===== src/rtl/queue_ctrl.sv =====
// Queue pointer/occupancy controller in front of an external 8-entry register file.
// The head entry is read combinationally from the register file; pushes write it directly.
module queue_ctrl #(
  parameter int DEPTH = 8,
  parameter int WIDTH = 16
) (
  input  logic             clk,
  input  logic             reset,
  input  logic             flush,
  input  logic             push_valid,
  output logic             push_ready,
  input  logic [WIDTH-1:0] push_data,
  output logic             pop_valid,
  input  logic             pop_ready,
  output logic [WIDTH-1:0] pop_data,
  output logic             rf_wr,
  output logic [2:0]       rf_wr_addr,
  output logic [WIDTH-1:0] rf_d_in,
  output logic [2:0]       rf_rd_addr,
  input  logic [WIDTH-1:0] rf_d_out,
  output logic [3:0]       count,
  output logic             full,
  output logic             empty,
  output logic             ovf,
  output logic             udf
);

  localparam logic [3:0] DEPTH_C = 4'(DEPTH);

  logic [2:0] head_q, head_d, tail_q, tail_d;
  logic [3:0] count_q, count_d;
  logic       ovf_q, ovf_d, udf_q, udf_d;
  logic       push_fire, pop_fire;

  assign full       = (count_q == DEPTH_C);
  assign empty      = (count_q == 4'd0);
  assign push_ready = !full;
  assign pop_valid  = !empty;
  assign push_fire  = push_valid && push_ready;
  assign pop_fire   = pop_valid && pop_ready;

  assign rf_wr      = push_fire;
  assign rf_wr_addr = tail_q;
  assign rf_d_in    = push_data;
  assign rf_rd_addr = head_q;
  assign pop_data   = rf_d_out;

  assign count = count_q;
  assign ovf   = ovf_q;
  assign udf   = udf_q;

  always_comb begin
    head_d  = head_q;
    tail_d  = tail_q;
    count_d = count_q;
    ovf_d   = ovf_q;
    udf_d   = udf_q;
    if (flush) begin
      // flush wins over any transfer in the same cycle
      head_d  = 3'd0;
      tail_d  = 3'd0;
      count_d = 4'd0;
      ovf_d   = 1'b0;
      udf_d   = 1'b0;
    end else begin
      if (push_fire) tail_d = tail_q + 3'd1;
      if (pop_fire)  head_d = head_q + 3'd1;
      case ({push_fire, pop_fire})
        2'b10:   count_d = count_q + 4'd1;
        2'b01:   count_d = count_q - 4'd1;
        default: count_d = count_q;
      endcase
      if (push_valid && full) ovf_d = 1'b1;
      if (pop_ready && empty) udf_d = 1'b1;
    end
  end

  always_ff @(posedge clk or negedge reset) begin
    if (!reset) begin
      head_q  <= 3'd0;
      tail_q  <= 3'd0;
      count_q <= 4'd0;
      ovf_q   <= 1'b0;
      udf_q   <= 1'b0;
    end else begin
      head_q  <= head_d;
      tail_q  <= tail_d;
      count_q <= count_d;
      ovf_q   <= ovf_d;
      udf_q   <= udf_d;
    end
  end

endmodule


===== config.mk =====
export PLATFORM = sky130hd
export DESIGN_NAME = queue_ctrl
export DESIGN_NICKNAME = d
export VERILOG_FILES = /design/src/rtl/queue_ctrl.sv
export SDC_FILE = /design/constraint.sdc
export NUM_CORES = 1
export LEC_CHECK = 0
export ABC_AREA = 0
export BUFFER_PORTS_ARGS = -buffer_cell sky130_fd_sc_hd__buf_2
export CORE_UTILIZATION = 34
export DETAILED_ROUTE_END_ITERATION = 16
export PLACE_DENSITY_LB_ADDON = 0.12
export SLEW_MARGIN = 20
export SYNTH_ARGS = -nofsm -noshare
export SYNTH_HDL_FRONTEND = slang
export SYNTH_SLANG_ARGS = --single-unit
export TNS_END_PERCENT = 10

===== constraint.sdc =====
create_clock -name clk -period 2.11 [get_ports clk]
set_input_delay 0.3165 -clock clk [delete_from_list [all_inputs] [get_ports clk]]
set_output_delay 0.3165 -clock clk [all_outputs]
set_load 0.005 [all_outputs]

# Word-level counts from Yosys, hierarchy flattened
# Index checks and enable logic that the tools add are counted.
# classes
n_eq_ne	3
n_reduce_logical	12
addsub	4
muxes	10
# op_table
cell	count
3-bit two-way mux	4
4-bit one-hot mux with 2 select lines	1
2-bit nonzero test	4
3-bit by 1-bit adder with 3-bit output, second input constant	2
4-bit by 1-bit adder with 4-bit output, second input constant	1
4-bit == test, second input constant	1
1-bit logical AND	4
4-bit logical NOT	1
1-bit two-way mux	4
4-bit two-way mux	1
4-bit by 1-bit subtractor with 4-bit output, second input constant	1
3-bit nonzero test	1
2-bit by 1-bit == test with 1-bit output, second input constant	1
2-bit == test, second input constant	1
1-bit logical NOT	2
# totals
register_bits	12
out_inout_bits	49
elab_cells	34

# Logic depth before layout (Yosys ltp)
# logic_depth
word_depth	6
mapped_depth	10
mapped_depth_nobuf	8

# Worst setup path after synthesis
# No wires, ideal clock.
# synth_path
path_kind	register to register
from	register count_q[0] (netlist: count[0])
to	register count_q[3] (netlist: count[3])
setup_time_ns	0.070
slack_ns	-0.278
arrival_time_ns	2.318
synth_period_minus_slack_ns	2.388
n_path_buf	2
path_stages_with_launch	10
t_required_ns	2.040
path_cell_list	dfrtp_1 buf_4 or4b_1 buf_4 clkinv_4 a22o_4 ha_1 a31o_2 or3_1 nand4_1
# synth_between
elab_chain_len	6
word_cells_on_any_way	13
classes_between	add/sub: 2; eq/ne: 3; mux: 2; reduce/logical: 6
# synth_lines
item	line	rtl
from (decl)	31	logic [3:0] count_q, count_d;
from (signal assigned)	88	count_q <= count_d;
4-bit == test *	35	assign full = (count_q == DEPTH_C);
1-bit logical NOT *	37	assign push_ready = !full;
net push_ready	11	output logic push_ready,
1-bit logical AND *	39	assign push_fire = push_valid && push_ready;
2-bit by 1-bit == test with 1-bit output or 2-bit == test (tied branches)	68	case ({push_fire, pop_fire})
4-bit one-hot mux with 2 select lines	68	
4-bit two-way mux	58	if (flush) begin
# The timed path passes the listed nets; every way through them passes the cells marked *.
# A chain may end at the register's enable or synchronous reset.

# Worst setup path after layout
# layout_path
from	register count_q[2] (netlist: count[2])
to	register count_q[3] (netlist: count[3])
# layout_between
elab_chain_len	6
word_cells_on_any_way	13
classes_between	add/sub: 2; eq/ne: 3; mux: 2; reduce/logical: 6
# layout_lines
item	line
4-bit == test or 4-bit logical NOT (tied branches)	35, 36
1-bit logical NOT, on equally long branches	37, 38
1-bit logical AND, on equally long branches	39, 40
2-bit by 1-bit == test with 1-bit output or 2-bit == test (tied branches)	68
4-bit one-hot mux with 2 select lines	68
4-bit two-way mux	58
# Parallel ways exist; a longest one is shown, timed or not.

==> results by group <==
Outcome
  – Status: finished clean

Worst setup path
  – Worst r2r src: count[2]
  – Crit path to: count[3]
  – Crit path launch: count[2]
  – CP max FO: 6
  – CP Class: reg -> reg
  – Crit end category: register
  – Required @ worst endpoint: 2.31 ns
  – FF-to-FF path depth: 7
  – Critical R2R Capture: count[3]
  – CP startpoint kind: register
  – R2R Setup Slk: 0.07 ns
  – Arr. time, crit path: 2.25 ns

STA
  – Worst slew pin tran: 0.463 ns
  – Fin. max-slew vios: 0
  – Clock Skew: 0.00262 ns
  – RSZ-0062 raised after global routing: no
  – Final hold violations: 0
  – Fin crit period: 2.04 ns
  – Final setup violation count: 0
  – Max Freq: 0.489 GHz
  – Tcrit/Tclk final: 96.9%
  – Max_slew headroom: 69.1%

CTS
  – H-tree levels: 1
  – Clock buffer count from CTS: 3
  – Number of clock sinks: 12
  – Clock slew seen by the registers of the worst setup and hold paths: 0.07 ns
  – Clock root buffer: clkbuf_4
  – Clk_lat worst skew: 0.26 ns
  – Clock Tree Buf Depth: 2
  – CTS tree: done

Finish
  – Area Overhead vs Synth: -1.25%
  – # diodes: 0
  – Commonest non-fill, non-tap cell in the layout: buf_2
  – Final net count: 151
  – Layout cells sized above 1: 38.9%
  – Final instance area: 992 um2
  – Most frequent cells in the layout: 21 x buf_2, 12 x dfrtp_1, 10 x nor2_1, 9 x buf_4, 7 x a21oi_1

GRT
  – Wire length of the first global-routing pass: 3060 um
  – Total track usage: 12.4%
  – Vias in the first global route: 643
  – Initial antenna violation count: 0
  – Grt total ovfl: 0
  – Largest net degree at the start of global routing: 14

Synth
  – Share of the synthesized area in the top cell type: 29.9%
  – Sequential share of the synthesized area: 29.9%
  – Area leader, netlist: dfrtp_1
  – Mapped cell area: 1000 um2
  – Syn Area/Cell: 8.89 um2
  – Seq cells post-synth: 12
  – Syn_nets: 154
  – Number of warnings issued by yosys: 0
  – Dominant cells by area after synthesis: dfrtp_1 30%, buf_4 25%, ha_1 5.0%, xor2_1 4.4%, nor2_1 3.7%
  – Post-synthesis cell type count: 33
  – Synthesized instance count: 113

Pwr
  – Worst vdd ir: 518 uV
  – Static Leak: 0.518 nW
  – Int Power: 786 uW
  – Sw Pwr: 516 uW
  – Switch share: 39.6%
  – Clk pwr share: 10.6%
  – P per Cell Area: 1310 nW/um2
  – Flop pwr share: 26.2%
  – Tot Pwr: 1.30 mW
  – Comb power frac: 63.3%

Die
  – Core box area: 2780 um2
  – Chip width: 56.4 um
  – Initial core utilization: 36.1%
  – Die ar.: 3180 um2
  – Die Span Y: 56.4 um
  – FP Rows: 19
  – Ports: 86

Place
  – Placement Cell Area: 941 um2
  – Gpl congestion: 0.698
  – Buffers on Ports: 21
  – Post-DP HPWL: 1480 um

Detailed routing
  – Routed Antenna Nets: 0
  – Avg WL per Cell: 14.1 um
  – Routed WL: 1960 um
  – Via Count: 697
  – Vias per std cell: 5.01
  – Initial DRT Pass Iterations: 3
  – Drc violations: 0
  – DRT iter0 DRCs: 12

Job
  – Max Cap Viol: 0

Min path
  – Worst hold path type: in -> reg
## logic make-up after synthesis
group	after synthesis	synth area share (%)
buffers and inverters	42	29.6
adders and majority gates	4	4.98
AOI/OAI and AO/OA	14	10.2
and+or+nand+nor	33	18.1
DFF	12	29.9
muxes	2	1.99
xor gates and xnor gates	6	5.23
## timing repair
| item | 4_1_cts | 5_1_grt |
|---|---|---|
| hold endpoints to repair | 12 | 0 |
| setup buffers | 0 | 2 |
| resized for setup | 0 | 1 |
| setup endpoints to repair | 0 | 1 |
| hold buffers | 1 | 0 |
## how the worst min path moves through the flow
stage	startpoint	end	slack, ns	cells past startpoint
after floorplan	reset	count[0]	0.02	0
after global placement	reset	ovf	0.22	1
after detailed placement	reset	ovf	0.22	1
after CTS	flush	rf_wr_addr[2]	0.39	2
after global routing	flush	rf_wr_addr[2]	0.38	2
final	flush	rf_wr_addr[2]	0.39	2
## state kept, by name (all words and copies together) (netlist names)
register and cells:
count 4, ovf 1, rf_rd_addr 3, rf_wr_addr 3
udf 1
## layer usage
layer	share of wire, %	wire length, um	vias to the layer above	GRT usage, %
li1	-	-	339	-
met1	47	916	319	14.9
met2	43	840	33	19.6
met3	9.7	190	6	7.14
met4	0.82	16	0	1.74
met5	0	0	-	0
## through the flow
stage	setup slack (ns)	setup TNS [ns]	cells	hold WS (ns)	util (%)
after CTS	0.00259	0	137	0.387	35.0
final	0.0652	0	139	0.388	35.7
after detailed placement	0.00918	0	133	0.224	33.8
after global routing	0.00115	0	139	0.383	35.7
after floorplan	-0.141	-0.141	113	0.0209	-
after global placement	0.0380	0	133	0.217	33.8
## cells in the mapped netlist
master     number
xnor2_1         1
dfrtp_1        12
a31o_2          1
or4b_1          1
and3_1          1
xor2_1          5
or4_1           1
nor2_1         10
nand2b_1        1
inv_1           1
and3b_2         1
clkinv_4        1
mux2i_1         2
inv_2           1
nand2_1         5
clkbuf_1        4
o311a_1         1
nand4_1         1
a22o_4          1
nor3_1          2
nand4b_1        2
nand3b_1        1
ha_1            4
a211oi_2        1
buf_6           1
nand3_1         4
o21ai_0         2
a21oi_1         7
or3_4           1
nor2b_1         1
a2bb2oi_1       1
or3_1           1
buf_4          34
## critical path, cell delays in order, from the launching register on
cell      delay, ns
dfrtp_1        0.39
or4b_4         0.56
clkinv_4       0.06
a22o_4         0.16
ha_4           0.22
a31o_4         0.21
or3_1          0.30
nand4_1        0.07
## area by class of cell
class	count	area, um2
Sequential cell	12	300
Clock buffer	3	22.5
Inverter	3	16.3
Fill cell	296	1790
Tap cell	31	38.8
Multi-Input combinational cell	59	432
Timing Repair Buffer	31	183
## power by group through the flow
stage                     clock network, mW  registers (mW)  logic, mW
after floorplan                           0           0.366      0.590
after global placement                    0           0.344      0.797
after detailed placement                  0           0.345      0.795
after CTS                             0.148           0.341      0.799
after global routing                  0.158           0.353      0.929
final                                 0.137           0.341      0.824
Power figures use the tool's default switching activity.
